`config.mk`:
```
export PLATFORM = sky130hd
export DESIGN_NAME = pipeline_ctrl_flat
export DESIGN_NICKNAME = d
export VERILOG_FILES = /design/src/rtl/pipeline_ctrl_pkg.sv /design/src/rtl/pipeline_ctrl_if.sv /design/src/rtl/pipe_cycle_counter.sv /design/src/rtl/pipeline_ctrl.sv /design/src/flat_wrapper.sv
export SDC_FILE = /design/constraint.sdc
export NUM_CORES = 1
export LEC_CHECK = 0
export BUFFER_PORTS_ARGS = -buffer_cell sky130_fd_sc_hd__buf_2
export CAP_MARGIN = 20
export CORE_ASPECT_RATIO = 1.25
export CORE_UTILIZATION = 47
export CTS_CLUSTER_DIAMETER = 30
export DETAILED_ROUTE_END_ITERATION = 16
export PLACE_DENSITY = 0.76
export SLEW_MARGIN = 20
export SYNTH_ARGS = -nofsm -noshare
export SYNTH_HDL_FRONTEND = slang
export SYNTH_SLANG_ARGS = --single-unit
```
`constraint.sdc`:
```
create_clock -name i_clk -period 2.05 [get_ports i_clk]
set_input_delay 0.3075 -clock i_clk [delete_from_list [all_inputs] [get_ports i_clk]]
set_output_delay 0.3075 -clock i_clk [all_outputs]
set_load 0.02 [all_outputs]
```
`src/rtl/pipeline_ctrl_pkg.sv`:
```
// Purpose: shared state encoding and default constants for the pipeline run controller.
// Latency: n/a (type and constant definitions only).
// Backpressure: n/a.
package pipeline_ctrl_pkg;

    // Controller states. The numeric values are fixed so that debug tools
    // reading the raw state see a stable encoding.
    typedef enum logic [2:0] {
        ST_IDLE   = 3'd0,
        ST_RUN    = 3'd1,
        ST_STEP   = 3'd2,
        ST_DRAIN  = 3'd3,
        ST_HALTED = 3'd4
    } state_t;

    // Cycles spent draining after HALT is accepted in ID: HALT travels
    // ID -> EX -> MEM -> WB while older instructions retire.
    localparam int DRAIN_CYCLES_DEF = 4;

    // Default width of the active-cycle counter.
    localparam int NB_CNT_DEF = 32;

    // The pipeline advances only in these states; IDLE and HALTED freeze it.
    function automatic logic is_active(input state_t s);
        return (s == ST_RUN) || (s == ST_STEP) || (s == ST_DRAIN);
    endfunction

endpackage

```
`src/rtl/pipeline_ctrl_if.sv`:
```
// Purpose: bundle of hazard/debug requests and per-stage enable/flush strobes.
// Latency: n/a (wires only).
// Backpressure: n/a; i_stall from the hazard unit is the only hold request.
//
// master: hazard unit + debug unit side (drives requests, observes strobes).
// slave : pipeline_ctrl side (consumes requests, drives strobes and status).
interface pipeline_ctrl_if #(
    parameter int NB_CNT = 32
);
    // Requests from the hazard unit, decode stage and debug unit.
    logic              i_stall;
    logic              i_flush_idex;
    logic              i_redirect;
    logic              i_halt_id;
    logic              i_dbg_run;
    logic              i_dbg_stop;
    logic              i_dbg_step;

    // Per-stage strobes and run status.
    logic              o_pc_en;
    logic              o_ifid_en;
    logic              o_ifid_flush;
    logic              o_idex_en;
    logic              o_idex_flush;
    logic              o_exmem_en;
    logic              o_memwb_en;
    logic              o_running;
    logic              o_step_done;
    logic              o_halted;
    logic [NB_CNT-1:0] o_cycle_cnt;

    modport master (
        output i_stall, i_flush_idex, i_redirect, i_halt_id,
               i_dbg_run, i_dbg_stop, i_dbg_step,
        input  o_pc_en, o_ifid_en, o_ifid_flush, o_idex_en, o_idex_flush,
               o_exmem_en, o_memwb_en, o_running, o_step_done, o_halted,
               o_cycle_cnt
    );

    modport slave (
        input  i_stall, i_flush_idex, i_redirect, i_halt_id,
               i_dbg_run, i_dbg_stop, i_dbg_step,
        output o_pc_en, o_ifid_en, o_ifid_flush, o_idex_en, o_idex_flush,
               o_exmem_en, o_memwb_en, o_running, o_step_done, o_halted,
               o_cycle_cnt
    );

endinterface

```
`src/rtl/pipe_cycle_counter.sv`:
```
// Purpose: NB_CNT-wide enable counter with synchronous reset; wraps silently.
// Latency: count updates on the edge after en is sampled high.
// Backpressure: none; holds its value while en is low.
//
// Ports: clk, rst (sync, active-high), en (count this cycle), cnt (value).
module pipe_cycle_counter #(
    parameter int NB_CNT = 32
) (
    input  logic              clk,
    input  logic              rst,
    input  logic              en,
    output logic [NB_CNT-1:0] cnt
);

    localparam logic [NB_CNT-1:0] ONE = {{(NB_CNT-1){1'b0}}, 1'b1};

    always_ff @(posedge clk) begin
        if (rst) begin
            cnt <= '0;
        end else if (en) begin
            cnt <= cnt + ONE;
        end
    end

endmodule

```
`src/rtl/pipeline_ctrl.sv`:
```
// Purpose: turns hazard stall/flush and redirect requests into per-stage enables and flushes,
//          and owns debug run control (run, single-step, orderly drain on HALT).
// Latency: strobes are combinational from state+inputs; state and status update on the next edge.
// Backpressure: i_stall holds PC and IF/ID (and defers HALT acceptance); later stages keep flowing.
//
// Ports: i_clk, i_rst (sync, active-high); bus (pipeline_ctrl_if.slave) carries all
//        requests, stage strobes, run status and the active-cycle count.
module pipeline_ctrl
    import pipeline_ctrl_pkg::*;
#(
    parameter int DRAIN_CYCLES = DRAIN_CYCLES_DEF,
    parameter int NB_CNT       = NB_CNT_DEF
) (
    input  logic           i_clk,
    input  logic           i_rst,
    pipeline_ctrl_if.slave bus
);

    localparam int             DW         = (DRAIN_CYCLES > 1) ? $clog2(DRAIN_CYCLES) : 1;
    localparam logic [DW-1:0]  DRAIN_LOAD = DW'(DRAIN_CYCLES - 1);
    localparam logic [DW-1:0]  DRAIN_DEC  = DW'(1);

    state_t        state;
    state_t        state_nxt;
    logic [DW-1:0] drain_cnt;
    logic [DW-1:0] drain_cnt_nxt;
    logic          step_done;
    logic          active;
    logic          in_drain;
    logic          halt_ok;

    assign active   = is_active(state);
    assign in_drain = (state == ST_DRAIN);
    // HALT under a stall is held off: the instruction has not really left ID yet.
    assign halt_ok  = bus.i_halt_id & ~bus.i_stall;

    // ------------------------------------------------------------------
    // State register
    // ------------------------------------------------------------------
    always_ff @(posedge i_clk) begin
        if (i_rst) begin
            state     <= ST_IDLE;
            drain_cnt <= '0;
            step_done <= 1'b0;
        end else begin
            state     <= state_nxt;
            drain_cnt <= drain_cnt_nxt;
            // Pulses after every STEP cycle, including one that turned into a drain.
            step_done <= (state == ST_STEP);
        end
    end

    // ------------------------------------------------------------------
    // Next-state logic
    // ------------------------------------------------------------------
    always_comb begin
        state_nxt     = state;
        drain_cnt_nxt = drain_cnt;

        case (state)
            ST_IDLE: begin
                // Run wins over step when both are requested together.
                if (bus.i_dbg_run) begin
                    state_nxt = ST_RUN;
                end else if (bus.i_dbg_step) begin
                    state_nxt = ST_STEP;
                end
            end

            ST_RUN: begin
                // Accepting HALT takes priority over a stop in the same cycle.
                if (halt_ok) begin
                    state_nxt     = ST_DRAIN;
                    drain_cnt_nxt = DRAIN_LOAD;
                end else if (bus.i_dbg_stop) begin
                    state_nxt = ST_IDLE;
                end
            end

            ST_STEP: begin
                // A step that accepts HALT drains on its own instead of returning.
                if (halt_ok) begin
                    state_nxt     = ST_DRAIN;
                    drain_cnt_nxt = DRAIN_LOAD;
                end else begin
                    state_nxt = ST_IDLE;
                end
            end

            ST_DRAIN: begin
                // Debug and HALT requests are ignored until the drain completes.
                if (drain_cnt == '0) begin
                    state_nxt = ST_HALTED;
                end else begin
                    drain_cnt_nxt = drain_cnt - DRAIN_DEC;
                end
            end

            ST_HALTED: begin
                state_nxt = ST_HALTED;
            end

            default: begin
                // Unused encodings fall back to a frozen pipeline.
                state_nxt     = ST_IDLE;
                drain_cnt_nxt = '0;
            end
        endcase
    end

    // ------------------------------------------------------------------
    // Stage strobes
    // ------------------------------------------------------------------
    // Back half of the pipe always flows while active so a stalled
    // instruction's producers can still complete.
    assign bus.o_idex_en    = active;
    assign bus.o_exmem_en   = active;
    assign bus.o_memwb_en   = active;
    // Drain injects bubbles behind HALT so nothing younger executes.
    assign bus.o_idex_flush = active & (bus.i_flush_idex | in_drain);
    assign bus.o_ifid_en    = active & ~bus.i_stall;
    // Stall beats redirect: branch operands are not valid while stalled.
    assign bus.o_ifid_flush = active & ~bus.i_stall & (bus.i_redirect | in_drain);
    // Redirect keeps PC enabled so the new target loads; drain freezes fetch.
    assign bus.o_pc_en      = active & ~bus.i_stall & ~in_drain;

    assign bus.o_running    = (state == ST_RUN);
    assign bus.o_halted     = (state == ST_HALTED);
    assign bus.o_step_done  = step_done;

    // ------------------------------------------------------------------
    // Active-cycle counter
    // ------------------------------------------------------------------
    pipe_cycle_counter #(
        .NB_CNT (NB_CNT)
    ) u_cycle_cnt (
        .clk (i_clk),
        .rst (i_rst),
        .en  (active),
        .cnt (bus.o_cycle_cnt)
    );

endmodule
```
`src/flat_wrapper.sv`:
```
// flat-port wrapper written by rule: the top's interface ports become plain ports
module pipeline_ctrl_flat import pipeline_ctrl_pkg::*;
#(
    parameter int DRAIN_CYCLES = DRAIN_CYCLES_DEF,
    parameter int NB_CNT       = NB_CNT_DEF
)
  (i_clk, i_rst, bus_i_stall, bus_i_flush_idex, bus_i_redirect, bus_i_halt_id, bus_i_dbg_run, bus_i_dbg_stop, bus_i_dbg_step, bus_o_pc_en, bus_o_ifid_en, bus_o_ifid_flush, bus_o_idex_en, bus_o_idex_flush, bus_o_exmem_en, bus_o_memwb_en, bus_o_running, bus_o_step_done, bus_o_halted, bus_o_cycle_cnt);
  pipeline_ctrl_if #(.NB_CNT(NB_CNT)) bus_i ();
  input  logic i_clk;
  input  logic i_rst;
  input wire logic [$bits(bus_i.i_stall)-1:0] bus_i_stall;
  input wire logic [$bits(bus_i.i_flush_idex)-1:0] bus_i_flush_idex;
  input wire logic [$bits(bus_i.i_redirect)-1:0] bus_i_redirect;
  input wire logic [$bits(bus_i.i_halt_id)-1:0] bus_i_halt_id;
  input wire logic [$bits(bus_i.i_dbg_run)-1:0] bus_i_dbg_run;
  input wire logic [$bits(bus_i.i_dbg_stop)-1:0] bus_i_dbg_stop;
  input wire logic [$bits(bus_i.i_dbg_step)-1:0] bus_i_dbg_step;
  output wire logic [$bits(bus_i.o_pc_en)-1:0] bus_o_pc_en;
  output wire logic [$bits(bus_i.o_ifid_en)-1:0] bus_o_ifid_en;
  output wire logic [$bits(bus_i.o_ifid_flush)-1:0] bus_o_ifid_flush;
  output wire logic [$bits(bus_i.o_idex_en)-1:0] bus_o_idex_en;
  output wire logic [$bits(bus_i.o_idex_flush)-1:0] bus_o_idex_flush;
  output wire logic [$bits(bus_i.o_exmem_en)-1:0] bus_o_exmem_en;
  output wire logic [$bits(bus_i.o_memwb_en)-1:0] bus_o_memwb_en;
  output wire logic [$bits(bus_i.o_running)-1:0] bus_o_running;
  output wire logic [$bits(bus_i.o_step_done)-1:0] bus_o_step_done;
  output wire logic [$bits(bus_i.o_halted)-1:0] bus_o_halted;
  output wire logic [$bits(bus_i.o_cycle_cnt)-1:0] bus_o_cycle_cnt;
  assign bus_i.i_stall = bus_i_stall;
  assign bus_i.i_flush_idex = bus_i_flush_idex;
  assign bus_i.i_redirect = bus_i_redirect;
  assign bus_i.i_halt_id = bus_i_halt_id;
  assign bus_i.i_dbg_run = bus_i_dbg_run;
  assign bus_i.i_dbg_stop = bus_i_dbg_stop;
  assign bus_i.i_dbg_step = bus_i_dbg_step;
  assign bus_o_pc_en = bus_i.o_pc_en;
  assign bus_o_ifid_en = bus_i.o_ifid_en;
  assign bus_o_ifid_flush = bus_i.o_ifid_flush;
  assign bus_o_idex_en = bus_i.o_idex_en;
  assign bus_o_idex_flush = bus_i.o_idex_flush;
  assign bus_o_exmem_en = bus_i.o_exmem_en;
  assign bus_o_memwb_en = bus_i.o_memwb_en;
  assign bus_o_running = bus_i.o_running;
  assign bus_o_step_done = bus_i.o_step_done;
  assign bus_o_halted = bus_i.o_halted;
  assign bus_o_cycle_cnt = bus_i.o_cycle_cnt;
  pipeline_ctrl #(.DRAIN_CYCLES(DRAIN_CYCLES), .NB_CNT(NB_CNT)) u_core (.i_clk(i_clk), .i_rst(i_rst), .bus(bus_i));
endmodule
```
# Word level (Yosys, flattened, before mapping)
# Index checks and enable logic that the tools add are counted.
[word_totals]
regBits = 38
latchBits = 0
ram_bits = 0
romBits = 0
in_bits = 9
out_inout_bits = 42
word_cells = 43
mem_count = 0
[op_classes]
n_addsub = 2
multipliers = 0
n_div = 0
order_cmp = 0
eq_ne = 9
n_shift = 0
n_mux = 10
bitwise = 10
reduce_logical = 8
[ops]
columns = ["op", "count"]
rows = [
  ["adder 32 x 1 -> 32 bit (second input constant)", 1],
  ["two-way mux 3 bit", 5],
  ["case mux 3 bit (5 select lines)", 1],
  ["equality test 3 x 2 -> 1 bit (second input constant)", 2],
  ["two-way mux 2 bit", 3],
  ["case mux 2 bit (3 select lines)", 1],
  ["AND reduction 3 bit", 2],
  ["bitwise AND 1 bit", 5],
  ["inequality test 2 bit (second input constant)", 2],
  ["OR reduction 2 bit", 2],
  ["equality test 3 x 1 -> 1 bit (second input constant)", 1],
  ["equality test 3 bit (second input constant)", 1],
  ["zero test 3 bit", 1],
  ["inequality test 3 x 2 -> 1 bit (second input constant)", 1],
  ["inequality test 3 bit (second input constant)", 1],
  ["inverter 1 bit", 3],
  ["zero test 2 bit", 1],
  ["logical OR 1 bit", 2],
  ["inequality test 2 x 1 -> 1 bit (second input constant)", 1],
  ["OR 1 bit", 2],
  ["subtractor 2 x 1 -> 2 bit (second input constant)", 1],
]

# Logic depth before layout (Yosys ltp)
# Gate-level depths: netlist of the first run.
[logic_depth]
word_depth = 5
depth_mapped = 8
depth_no_buf = 7

# Hierarchy
# Synthesis of the first run repeated with hierarchy kept, for this count alone.
[hier_totals]
cells_unflattened = 233
area_unflattened_um2 = 1996.9
[by_module_without_submodules]
columns = ["mod", "instances", "cells_each", "area_each_um2", "seq_area_each_um2"]
rows = [
  ["pipe_cycle_counter", 1, 181, 1564.0, 640.6],
  ["pipeline_ctrl", 1, 52, 432.9, 120.1],
]

# Worst setup path before layout of the first run
# Ideal clock, no wire load.
[synth_path]
path_kind = "register to register"
start = "register u_core.u_cycle_cnt.cnt[7]"
end = "register u_core.u_cycle_cnt.cnt[31]"
setup_time_ns = 0.070
arrival_time_ns = 2.339
t_required_ns = 1.980
path_slack_ns = -0.359
stages_incl_launch_ff = 7
n_path_buf = 1
synth_period_minus_slack_ns = 2.409
cell_sequence = "dfxtp_1 -> nand4_2 -> or4_1 -> or4_1 -> buf_2 -> or3_1 -> a21oi_1"
[synth_via]
elab_chain_len = 1
[synth_lines]
columns = ["item", "line", "source"]
rows = [
  ["start: declaration", "pipe_cycle_counter.sv:12", "output logic [NB_CNT-1:0] cnt"],
  ["start signal: assignment", "pipe_cycle_counter.sv:21", "cnt <= cnt + ONE;"],
  ["adder 32 x 1 -> 32 bit", "pipe_cycle_counter.sv:21", ""],
]
# Every way passes these cells.
# A chain may end at the register's enable or synchronous reset.

# Final worst setup path of the first run
[layout_path]
start = "register u_core.u_cycle_cnt.cnt[8]"
end = "register u_core.u_cycle_cnt.cnt[29]"
# The elaborated chain is that of the path after synthesis.

==> run summary, run 1 <==
STA classifies the critical path startpoint as a register. Entering global routing, the biggest net connects 41 pins. The Yosys step of the flow raised 0 warnings.

In this run the vertical extent of the chip is 72.3 µm. After the first detailed-routing iteration, the DRC count stood at 93. The congestion estimate from routability-driven global placement came to 0.763.

Cell internal power was estimated by the tool at 1.12 mW. Power spread over the standard cell area amounts to 618 nW/µm². For this run, the leading register cell type out of synthesis is dfxtp_1. The top-area cell type share of the netlist area is 40.9%. The combinational share of power was 16.4%; the clock sink count was 38. TritonCTS built the clock tree. The clock network accounts for 33.9% of the total power. Setup slack on the critical path of the routed design comes to 13.2 ps. The buffer cell driving the clock tree root was clkbuf_8.

The worst path in the final design needs a cycle of 2040 ps, including I/O delays and setup. The total leakage power was 1.01 nW. The average detailed-routed wire length per instance is 12.2 µm.

The cell area after synthesis is 1860 µm². Part of the total power dissipated in sequential elements: 49.8%. Global routing used 20.8% of the available tracks.

For the final number of max-transition violations, the log shows 0. Net switching is 26.7% of the power. The remaining number of nets flagged by the antenna check after routing was 0.

The first global-routing pass estimated 6800 µm of wire. The number of synthesized register bits works out to 38. The post-route netlist has 34.9% of its cells at a drive strength greater than 1.

The run gives 408 ps as the final hold slack. The final layout contains routed wiring with a total length of 4300 µm. Before CTS, the worst setup slack after placement is -2.71 ps. Post-synthesis cell count: 232.

For the arrival time at the worst endpoint, the log shows 2260 ps. The number of cells in the finished layout apart from fillers was 352; the async set-reset flop share out of synthesis was 0%. After clock tree synthesis, the clock-pin slew on the worst setup and hold paths is 70 ps. Setup violations remaining at the end of the flow were counted as 0.

The synthesized design contains 0 enable-type register cells. The number of global-route vias before repair is 1564, and the die boundary width is 58.3 µm. Sorting the synthesized cells by area gives the leading types as dfxtp_1 41%, nor2_1 6.1%, xnor2_1 5.6%, a21oi_1 4.3%, or3_1 4.0%. The area added between synthesis and finish was 32.5%. Once placement finished, the instance area stood at 2330 µm².

For this run, the post-layout net count is 308. For the number of antenna violations at the first check in global routing, the log shows 0. Summed over all instances, the cell type with the most area after synthesis is dfxtp_1. For this design the top-level I/O count stands at 51. The peak fanout along the critical path was 6. The worst setup path is of the register to register kind.

Detailed placement finished with a half-perimeter wire length of 3030 µm. The run gives 0 as the number of hold violations in the final report. After routing the design area is 2460 µm². Once the floorplan was initialized, standard cells occupied 49.2% of the core. The total iterations of the first detailed-routing run was 4. Kind of path behind the tightest hold check: input pin to register. After global routing the overflow that remains totals 0.

The count of different cell masters after synthesis is 40. Among all cell types in the netlist, the one instantiated most often is dfxtp_1. IR analysis of the VDD net gives a maximum drop of 374 µV. The die covers 4220 µm².

The run finished with clean final reports. The residual DRC count came out at 0. At the later pin of the worst-skew pair, clock insertion delay measures 290 ps. The final route contains 1842 vias. The tools report the kind of capture point of the worst setup path as a register. A synthesized cell averages 8.02 µm². Timing would allow up to 0.491 GHz. Quantity of I/O buffers inserted on ports: 50.

The worst clock skew was 5.03 ps. Measured against its own limit, the worst slew margin works out to 52.4%. For the worst setup path, the data required time is 2270 ps. Setup repair after global routing could not meet its margin everywhere. The H-tree was split into 2 levels. The switching component of the power was 0.407 mW; the worst-case clock buffer depth was 2.

For the number of inserted diodes, the log shows 0. The via-per-instance ratio was 5.23. For the max capacitance violation total, the log shows 0.

The setup total negative slack is 0 ps, and the core region area is 3780 µm². The number of nets in the synthesized netlist is 243. At the pin with the least slew margin, the transition time is 713 ps. Sorting the synthesized cells by how often they occur yields 38 x dfxtp_1, 30 x nor2_1, 17 x nand2_1. The tools report the number of placed instances, taps included as 341. The sequential fraction of the synthesis area came out at 40.9%. TritonCTS created 5 clock buffers.

The ratio of final minimum period to clock period works out to 99.4%. Row generation in the floorplan step produced 25 rows.
cell usage in the layout, fill, tap and decap left out, drive strengths merged, types with 2 or more instances in the layout:
cell type / instances
o21ai: 16
a31oi: 2
o22a: 2
nor3: 7
nand2b: 3
nor2b: 2
nor2: 30
and4: 2
inv: 7
nand3: 10
ha: 2
nor4: 6
xnor2: 12
xor2: 6
clkbuf: 8
or4: 5
or3: 12
nand2: 17
dfxtp: 38
and3: 3
a21oi: 16
nand4: 7
mux2i: 2
buf: 71
metrics by stage:
| stage | util (%) | total power [mW] |
|---|---|---|
| floorplan | - | 0.960 |
| global placement | 61.7 | 1.02 |
| detailed placement | 61.7 | 1.02 |
| CTS | 64.0 | 1.54 |
| global route | 65.1 | 1.59 |
| finish | 65.1 | 1.52 |
worst max-delay path: stages (launching register included):
cell and delay [ps]:
dfxtp_4 380, nand4_4 120, or4_4 450, or4_4 570
or3_1 340, a21oi_2 110
timing repair:
action                                  in CTS  in global routing
buffers inserted                             0                  2
gates cloned                                 0                  1
resized for setup                            0                  4
hold buffers                                 0                  0
endpoints found under the setup margin       6                  6
pin swaps                                    0                  2
state kept, by name, summed over array words and instances, names as in the netlist:
| signal | cells |
|---|---|
| u_core.u_cycle_cnt.cnt | 32 |
| u_core.bus.o_step_done | 1 |
| u_core.state | 3 |
| u_core.drain_cnt | 2 |
power groups by stage:
stage / clock network, mW / logic (mW) / registers (mW)
floorplan: 0 / 0.175 / 0.785
global placement: 0 / 0.247 / 0.774
detailed placement: 0 / 0.250 / 0.775
CTS: 0.530 / 0.251 / 0.758
global route: 0.558 / 0.271 / 0.761
finish: 0.516 / 0.249 / 0.758
layout make-up:
cell class | instances | area (µm²)
multi-input combinational | 173 | 1060
fill | 345 | 1320
inverter | 8 | 31.3
tap | 54 | 67.6
clock buffer | 8 | 90.1
sequential | 38 | 808
timing repair buffer | 71 | 408
routing by layer:
metal	global-route usage [%]	part of all wire [%]	vias up
li1	-	-	948
met1	24.2	45	838
met2	36.7	50	50
met3	4.28	4.1	6
met4	8.73	1.6	0
met5	0	0	-
final timing paths:
kind | start | end | slack, ps | cells after the start
worst max-delay path | u_core.u_cycle_cnt.cnt[8]$_SDFFE_PP0P_ | u_core.u_cycle_cnt.cnt[29]$_SDFFE_PP0P_ | 10 | 5
worst min-delay path | bus_i_dbg_run | u_core.state[0]$_SDFFE_PP0P_ | 410 | 4
worst max register to register | u_core.u_cycle_cnt.cnt[8]$_SDFFE_PP0P_ | u_core.u_cycle_cnt.cnt[29]$_SDFFE_PP0P_ | 10 | 5
worst min register to register | u_core.u_cycle_cnt.cnt[1]$_SDFFE_PP0P_ | u_core.u_cycle_cnt.cnt[1]$_SDFFE_PP0P_ | 470 | 2
logic make-up after synthesis:
| group | count (synthesis) | synth area share [%] |
|---|---|---|
| and+or+nand+nor | 107 | 29.6 |
| adders and majority gates | 2 | 1.34 |
| buffers and inverters | 22 | 5.11 |
| muxes | 2 | 1.08 |
| xor gates and xnor gates | 18 | 8.47 |
| AOI/OAI and AO/OA | 43 | 13.5 |
| DFF | 38 | 40.9 |
Note: power is estimated with default switching activity, not from simulation.
==> inputs of run 2 (changes only) <==
--- a/config.mk
+++ b/config.mk
@@ -5,13 +5,15 @@
 export SDC_FILE = /design/constraint.sdc
 export NUM_CORES = 1
 export LEC_CHECK = 0
-export BUFFER_PORTS_ARGS = -buffer_cell sky130_fd_sc_hd__buf_2
 export CAP_MARGIN = 20
+export CELL_PAD_IN_SITES_DETAIL_PLACEMENT = 0
+export CELL_PAD_IN_SITES_GLOBAL_PLACEMENT = 1
 export CORE_ASPECT_RATIO = 1.25
-export CORE_UTILIZATION = 47
+export CORE_UTILIZATION = 40
 export CTS_CLUSTER_DIAMETER = 30
 export DETAILED_ROUTE_END_ITERATION = 16
-export PLACE_DENSITY = 0.76
+export DONT_BUFFER_PORTS = 1
+export PLACE_DENSITY_LB_ADDON = 0.1
 export SLEW_MARGIN = 20
 export SYNTH_ARGS = -nofsm -noshare
 export SYNTH_HDL_FRONTEND = slang
==> run summary, run 2 (synthesis results as in run 1) <==
The number of inserted diodes came out at 0. The pre-antenna-repair detailed-routing pass consisted of 4 iterations. The largest registers in the layout are u_core.u_cycle_cnt.cnt (32), u_core.state (3), u_core.drain_cnt (2). The tools report the number of cells in the finished layout apart from fillers as 323. Entering global routing, the biggest net connects 41 pins. Setup violations remaining at the end of the flow were counted as 3. On the worst path, the slowest cell contributes a delay of 610 ps. For the worst flop-to-flop path, the logic depth is 5.

For the worst setup path, the data required time is 2290 ps. The ratio of final minimum period to clock period works out to 101%. The via count is 1737, and the half-perimeter wire length of the detailed placement result is 3340 µm. The tools report the residual DRC count as 0.

The initial standard-cell utilization of the core was 42.0%. The library cell used most frequently in the layout, excluding fill and tap cells, is buf_4. Share of cells above drive strength 1: 29.1%. The die boundary width is 63 µm, and the post-detailed-placement cell area is 2220 µm². The worst hold path stage count works out to 1.

The area added between synthesis and finish came out at 29.1%. The run gives 4430 µm² as the core region area. The number of H-tree branching levels is 2, and the total power density per cell area is 718 nW/µm². The tools report the end-of-flow core utilization as 54.3%. Leaving out fill and tap cells, the most frequent cells in the layout are 39 x buf_4, 30 x nor2_1, 24 x dfxtp_1, 15 x nand2_1, 13 x a21oi_1. The worst hold path begins at i_rst. The checks that failed: negative setup slack. The slowest stage of the critical path belongs to the cell or4_4. The die is 78.3 µm tall. The tools report the max capacitance violation total as 0.

Top register by number of flip-flops: u_core.u_cycle_cnt.cnt. The die covers 4930 µm². The minimum setup slack in the final design was -19.4 ps; the peak fanout along the critical path was 8. The weighted congestion at the end of routability-driven global placement was 0.752. With fillers left out, the area of the finished cells amounts to 2400 µm². The final critical path time including I/O delays and setup is 2070 ps. Dividing the detail-routed via count by the number of cells gives 5.38.

The cell sitting at the root of the clock tree is a clkbuf_8. The net count of the finished layout is 275. Counting every sink on the clock net gives 38. At the pin with the least slew margin, the transition time is 456 ps. The number of hold violations in the final report was 0.

For this block, the routed nets add up to 4520 µm of wire. The run gives 413 µV as the highest ir drop seen on vdd. The count of nets left with antenna violations once routing finished came out at 0. The worst-case clock buffer depth is 2. The tools report the worst min-delay path endpoint as u_core.u_cycle_cnt.cnt[27]$_SDFFE_PP0P_. The worst pin sits at a relative slew slack of 69.7%. Port buffering added 0 buffers. After floorplanning, the core was divided into 27 placement rows. The clock arrives with 4.33 ps of skew.

The critical path is of the register to register type. The later pin in the worst-skew pair is clocked with a latency of 290 ps. The launch point of the worst reg-to-reg path was u_core.u_cycle_cnt.cnt[12]$_SDFFE_PP0P_. For this run the aggregate overflow at the end of global routing stands at 0.

The number of DRC violations after detailed-routing iteration 0 is 60. The min-delay analysis places its worst path in the category input pin to register. The final number of max-transition violations was 0. Traced cell by cell, the critical path runs through nand2_2 > or4_4 > or4_4 > or3_4 > a21oi_2. TritonCTS built the clock tree. The first global-routing pass estimated 7440 µm of wire. Kind of capture point of the worst setup path: a register. The count of fill cells added during filler insertion came out at 417. In this design, the critical path's most frequently occurring cell is or4_4. Timing would allow up to 0.483 GHz. For flop-to-flop paths, the worst setup slack is -20 ps. Clock transition time at the flip-flop clock pins of the worst setup and hold paths: 80 ps. The worst setup path is launched from a register. STA puts the critical path data arrival time at 2310 ps.

The endpoint identified for the worst register-to-register timing path is u_core.u_cycle_cnt.cnt[25]$_SDFFE_PP0P_. For the total routing resource utilization after global routing, the log shows 18.9%. In the final routed layout, each cell accounts on average for 14.0 µm.

For this design the static power due to leakage is 0.867 nW. Including well taps, the total number of placed cells is 313. The run gives 0 as the number of antenna violations at the first check in global routing. The number of global-route vias before repair is 1668, and the flip-flop count of the largest register, all copies and words added is 32. The flow ran to the end, but the final reports show violations. The number of buffers and inverters on the critical path is 0. The run gives 5 as the number of CTS-inserted buffers. Setup repair after global routing could not meet its margin everywhere.

For this design the top-level I/O count stands at 51. Grouping stages by cell kind, the critical path spends the most delay in simple AND/OR/NAND/NOR gates.
[run 2: cell count changes in the layout (fill, tap and decap cells not counted), sizes merged]
| cell | delta |
|---|---|
| buf | -32 |
| bufinv | +1 |
| clkbuf | -1 |
| or4 | -1 |
[run 2: stage by stage]
step                setup TNS, ps  hold slack (ps)  power (mW)  worst slack, ps
floorplan                    -222              397       0.960            -55.6
finish                      -44.6             65.2        1.72            -19.4
global route                 -334             53.3        1.79            -87.4
detailed placement          -2.07              378       0.998            -2.07
CTS                             0             62.2        1.74             2.67
global placement                0              373       0.990             30.5
[run 2: routing by layer]
metal  GRT usage, %  share of wire [%]  up-vias  wire, µm
li1               -                  -      872         -
met1           21.0                 42      819      1880
met2           33.9                 52       41      2330
met3           6.10                5.6        5       253
met4           5.58                1.2        0        56
met5              0                  0        -         0
[run 2: worst max-delay path by stage]
| stage | start | end | slack, ps | cells past startpoint |
|---|---|---|---|---|
| floorplan | u_core.u_cycle_cnt.cnt[12]$_SDFFE_PP0P_ | u_core.u_cycle_cnt.cnt[25]$_SDFFE_PP0P_ | -60 | 6 |
| global placement | u_core.u_cycle_cnt.cnt[11]$_SDFFE_PP0P_ | u_core.u_cycle_cnt.cnt[26]$_SDFFE_PP0P_ | 30 | 5 |
| detailed placement | u_core.u_cycle_cnt.cnt[11]$_SDFFE_PP0P_ | u_core.u_cycle_cnt.cnt[31]$_SDFFE_PP0P_ | -2 | 5 |
| CTS | u_core.u_cycle_cnt.cnt[12]$_SDFFE_PP0P_ | u_core.u_cycle_cnt.cnt[31]$_SDFFE_PP0P_ | 3 | 5 |
| global route | u_core.u_cycle_cnt.cnt[6]$_SDFFE_PP0P_ | u_core.u_cycle_cnt.cnt[31]$_SDFFE_PP0P_ | -90 | 5 |
| finish | u_core.u_cycle_cnt.cnt[12]$_SDFFE_PP0P_ | u_core.u_cycle_cnt.cnt[25]$_SDFFE_PP0P_ | -20 | 5 |
[run 2: worst register-to-register path, cell delays in order (launching register included)]
cell	delay, ps
dfxtp_4	350
nand2_2	40
or4_4	540
or4_4	610
or3_4	350
a21oi_2	120
[run 2: repair_timing]
action	CTS	global route
gates cloned	0	0
resized for setup	1	6
endpoints found under the setup margin	3	6
pin swaps	1	4
hold buffers	0	0
buffers inserted	0	2
[run 2: cell type report]
class	count	area, µm²	share of cell area, %
Multi-Input combinational cell	172	1060	44.1
Sequential cell	38	808	33.7
Timing Repair Buffer	39	293	12.2
Clock buffer	7	108	4.48
Tap cell	58	72.6	3.02
Inverter	8	31.3	1.30
Clock inverter	1	30.0	1.25
[run 2: power breakdown]
| part | total [mW] | switching [mW] | internal (mW) |
|---|---|---|---|
| logic | 0.222 | 0.136 | 0.0861 |
| clock network | 0.744 | 0.274 | 0.470 |
| registers | 0.757 | 0.0158 | 0.742 |
| total | 1.72 | 0.426 | 1.30 |
==> inputs of run 3 (changes only) <==
--- a/config.mk
+++ b/config.mk
@@ -5,11 +5,12 @@
 export SDC_FILE = /design/constraint.sdc
 export NUM_CORES = 1
 export LEC_CHECK = 0
+export ABC_AREA = 1
 export CAP_MARGIN = 20
 export CELL_PAD_IN_SITES_DETAIL_PLACEMENT = 0
 export CELL_PAD_IN_SITES_GLOBAL_PLACEMENT = 1
 export CORE_ASPECT_RATIO = 1.25
-export CORE_UTILIZATION = 40
+export CORE_UTILIZATION = 39
 export CTS_CLUSTER_DIAMETER = 30
 export DETAILED_ROUTE_END_ITERATION = 16
 export DONT_BUFFER_PORTS = 1
==> run summary, run 3 <==
Dividing the detail-routed wire length by the instance count gives 12.7 µm. Of all nets on the critical path, the largest fanout is 9. Compared with the post-synthesis result, the final layout area differs by 12.3%. In this run the worst hold path is classified as input pin to register. The number of antenna violations at the first check in global routing is 0, and the remaining number of nets flagged by the antenna check after routing is 0. Half-perimeter wire length of the detailed placement result: 4030 µm.

The commonest non-fill, non-tap cell in the layout was nand2_1. STA puts the critical path data required time at 1740 ps. The number of flops mapped to enable cells by yosys works out to 0. The tools report the hold path startpoint as i_rst.

For the via count, the log shows 2036. During placement, the flow inserted port buffers numbering 0. The met3 wire length is 317 µm. STA classifies the critical path endpoint as an output port. The synthesized design spends more area on one cell type than any other, namely dfxtp_1. The post-synthesis cell count was 341.

For the number of inserted diodes, the log shows 0. For the residual DRC count, the log shows 0. The worst register-to-register path has a setup slack of 410 ps. The core region area came out at 5190 µm². The die footprint was 5800 µm²; the ratio of final minimum period to clock period was 87.5%. The final number of max-transition violations came out at 0. Clock tree synthesis selected as its root buffer the cell clkbuf_8.

The average cell area after synthesis was 6.29 µm². After synthesis, the cell types taking the most area are dfxtp_1 35%, nand2_1 15%, inv_1 10%, nor2_1 10%, nand3_1 6.1%. The max capacitance violation total is 0, and the worst-skew pair later-pin latency is 300 ps. Worst hold path stage count: 1.

The register with the most flip-flops in the layout has 32 of them. The path depth of the worst reg2reg path came out at 7. Cell with the most instances after synthesis: nand2_1. The worst register-to-register path ends at u_core.u_cycle_cnt.cnt[19]$_SDFFE_PP0P_. The worst setup path is of the register to output port kind. For this block, the initial DRC count from the detailed router was 83. Traced cell by cell, the critical path runs through nor2_2 > nor2_8 > inv_1 > nor2_1 > o21a_1.

The total power was 1.65 mW; the number of cells in the finished layout apart from fillers was 420. The logs give 579 for the count of fill cells added during filler insertion and 0 for the setup violation total in the final timing report. Async set-reset flop share out of synthesis: 0%. The clock drives 38 sinks. The H-tree was split into 2 levels. The worst min-delay path endpoint is u_core.u_cycle_cnt.cnt[10]$_SDFFE_PP0P_.

The run gives 0 as the number of gates resized after cts. The number of nets in the synthesized netlist is 352. The worst register-to-register path begins at u_core.u_cycle_cnt.cnt[8]$_SDFFE_PP0P_. The run gives 0 as the post-CTS setup buffer count.

Sequential standard cell area: 761 µm². For the arrival time at the worst endpoint, the log shows 1490 ps. After clock tree synthesis, the clock-pin slew on the worst setup and hold paths is 80 ps. The die is 68.3 µm wide. The largest registers in the layout are u_core.u_cycle_cnt.cnt (32), u_core.state (3), u_core.drain_cnt (2). The total overflow left after global routing is 0. The number of global-route vias before repair is 2027. The final-stage net count was 368; the cell area after synthesis was 2140 µm². At the pin with the least slew margin, the transition time is 487 ps. Before CTS, the worst setup slack after placement is 399 ps. Among all stages on the critical path, the largest delay is contributed by dfxtp_1. The top-area cell type share of the netlist area is 35.5%, and the worst clock skew is 8.83 ps. For the overall routed net length, the log shows 5340 µm. The via-per-instance ratio was 4.85. After detailed routing, no signal wire sits above met4. The run finished with clean final reports. Counting I/O delays and the setup requirement, the final critical path takes 1790 ps.

Y dimension of the die: 84.9 µm. In the layout the commonest cells are 85 x nand2_1, 59 x inv_1, 57 x nor2_1, 38 x dfxtp_1, 26 x nand3_1. The initialized floorplan defines 29 standard-cell rows. The wire length of the first global-routing pass is 8960 µm.

The maximum operating frequency is 0.558 GHz, and the total area of multi-input combinational cells is 1110 µm². The run gives 257 ps as the minimum setup slack in the final design. Counting instances in the post-synthesis netlist gives the leading cell types as 85 x nand2_1, 59 x inv_1, 57 x nor2_1.

The setup total negative slack is 0 ps, and the worst relative slew slack is 67.4%. The highest ir drop seen on vdd was 337 µV. The prevailing post-synth register cell is dfxtp_1.

In this run, placement finished with an instance count of 412. The number of synthesized register bits is 38, and the number of hold violations in the final report is 0. In this run, distinct cell masters in the synthesized netlist total 27. Setup repair after global routing left no endpoint under its margin. After detailed routing, the wire length on met1 is 2260 µm. The number of warnings reported in the yosys synthesis log is 0, and the worst-case clock buffer depth is 2.

The share of cells above drive strength 1 was 9.78%. The launching element type of the critical path was a register. Summed over all cells, the static leakage comes to 1.06 nW. The number of clock buffers added by TritonCTS is 5. The initial utilization of the core area, before any placement, comes to 41.3%. TritonCTS built the clock tree. For this design, the CTS-stage hold fixing added 0 buffers. In this design, the stage delay of the slowest critical-path cell is 390 ps. More flip-flops sit in one register than any other, and that register is u_core.u_cycle_cnt.cnt. Entering global routing, the biggest net connects 28 pins.

Routability-driven placement finished with a final weighted congestion of 0.802. In this run the count of I/O pins placed on the die edge is 51. Summing the sequential cell areas from Yosys gives 35.5% of the chip area. Power spread over the standard cell area amounts to 684 nW/µm². Global routing consumed, over all layers together, 20.5% of the routing resources. Met2 wirelength from detailed routing: 2660 µm. The run gives 4 as the total iterations of the first detailed-routing run.
run 3: cell types whose count changed after synthesis, sizes merged, moves of 3 or more:
cell / delta
or3: -12
xnor2: -10
inv: +54
nand2: +68
or4: -4
nand2b: -3
and3: -3
xor2: -6
nor4: -6
clkbuf: -7
nand3: +18
nor2: +33
run 3: logic make-up after synthesis:
logic type                 count (synthesis)  synth area share (%)
and+or+nand+nor                          195                  41.0
buffers and inverters                     69                  12.8
DFF                                       38                  35.5
AOI/OAI and AO/OA                         35                  8.69
xor gates and xnor gates                   2                 0.817
adders and majority gates                  2                  1.17
run 3: per-layer routing:
layer	GRT usage, %	up-vias
met1	21.5	876
li1	-	1095
met3	6.05	10
met2	36.5	55
met4	8.71	0
met5	0	-
run 3: worst max-delay path by stage:
| stage | from | to | slack, ps | depth (start not counted) |
|---|---|---|---|---|
| 6_report | u_core.state[0]$_SDFFE_PP0P_ | bus_o_ifid_flush | 260 | 5 |
| 5_1_grt | u_core.state[0]$_SDFFE_PP0P_ | bus_o_ifid_flush | 70 | 5 |
| 4_1_cts | u_core.state[0]$_SDFFE_PP0P_ | bus_o_ifid_flush | 210 | 5 |
| 3_5_place_dp | u_core.u_cycle_cnt.cnt[3]$_SDFFE_PP0P_ | u_core.u_cycle_cnt.cnt[20]$_SDFFE_PP0P_ | 400 | 8 |
| 3_3_place_gp | u_core.u_cycle_cnt.cnt[7]$_SDFFE_PP0P_ | u_core.u_cycle_cnt.cnt[19]$_SDFFE_PP0P_ | 410 | 7 |
| 2_1_floorplan | u_core.u_cycle_cnt.cnt[0]$_SDFFE_PP0P_ | u_core.u_cycle_cnt.cnt[16]$_SDFFE_PP0P_ | 430 | 9 |
run 3: layout make-up:
| type | instances | area share (%) |
|---|---|---|
| multi-input combinational | 234 | 46.0 |
| clock buffer | 5 | 2.86 |
| timing repair buffer | 16 | 4.99 |
| inverter | 62 | 9.66 |
| tap | 62 | 3.22 |
| clock inverter | 3 | 1.66 |
| sequential | 38 | 31.6 |
run 3: metrics by stage:
step,hold slack [ps],area (µm²),utilization [%]
after floorplan,434,2140,-
after global placement,380,2300,44.3
after detailed placement,384,2300,44.3
after CTS,58.1,2410,46.4
after global routing,53.4,2410,46.4
final,68.2,2410,46.4
run 3: critical path, delay by kind of cell, from the launching register on:
family,cells,cell delay [ps]
and+or+nand+nor,3,420
AOI/OAI and AO/OA,1,250
buffers and inverters,1,130
DFF,1,390
run 3: power by group:
part	total [mW]	internal [mW]	switching [mW]
sequential	0.774	0.759	0.0150
combinational	0.226	0.0700	0.156
clock	0.647	0.359	0.288
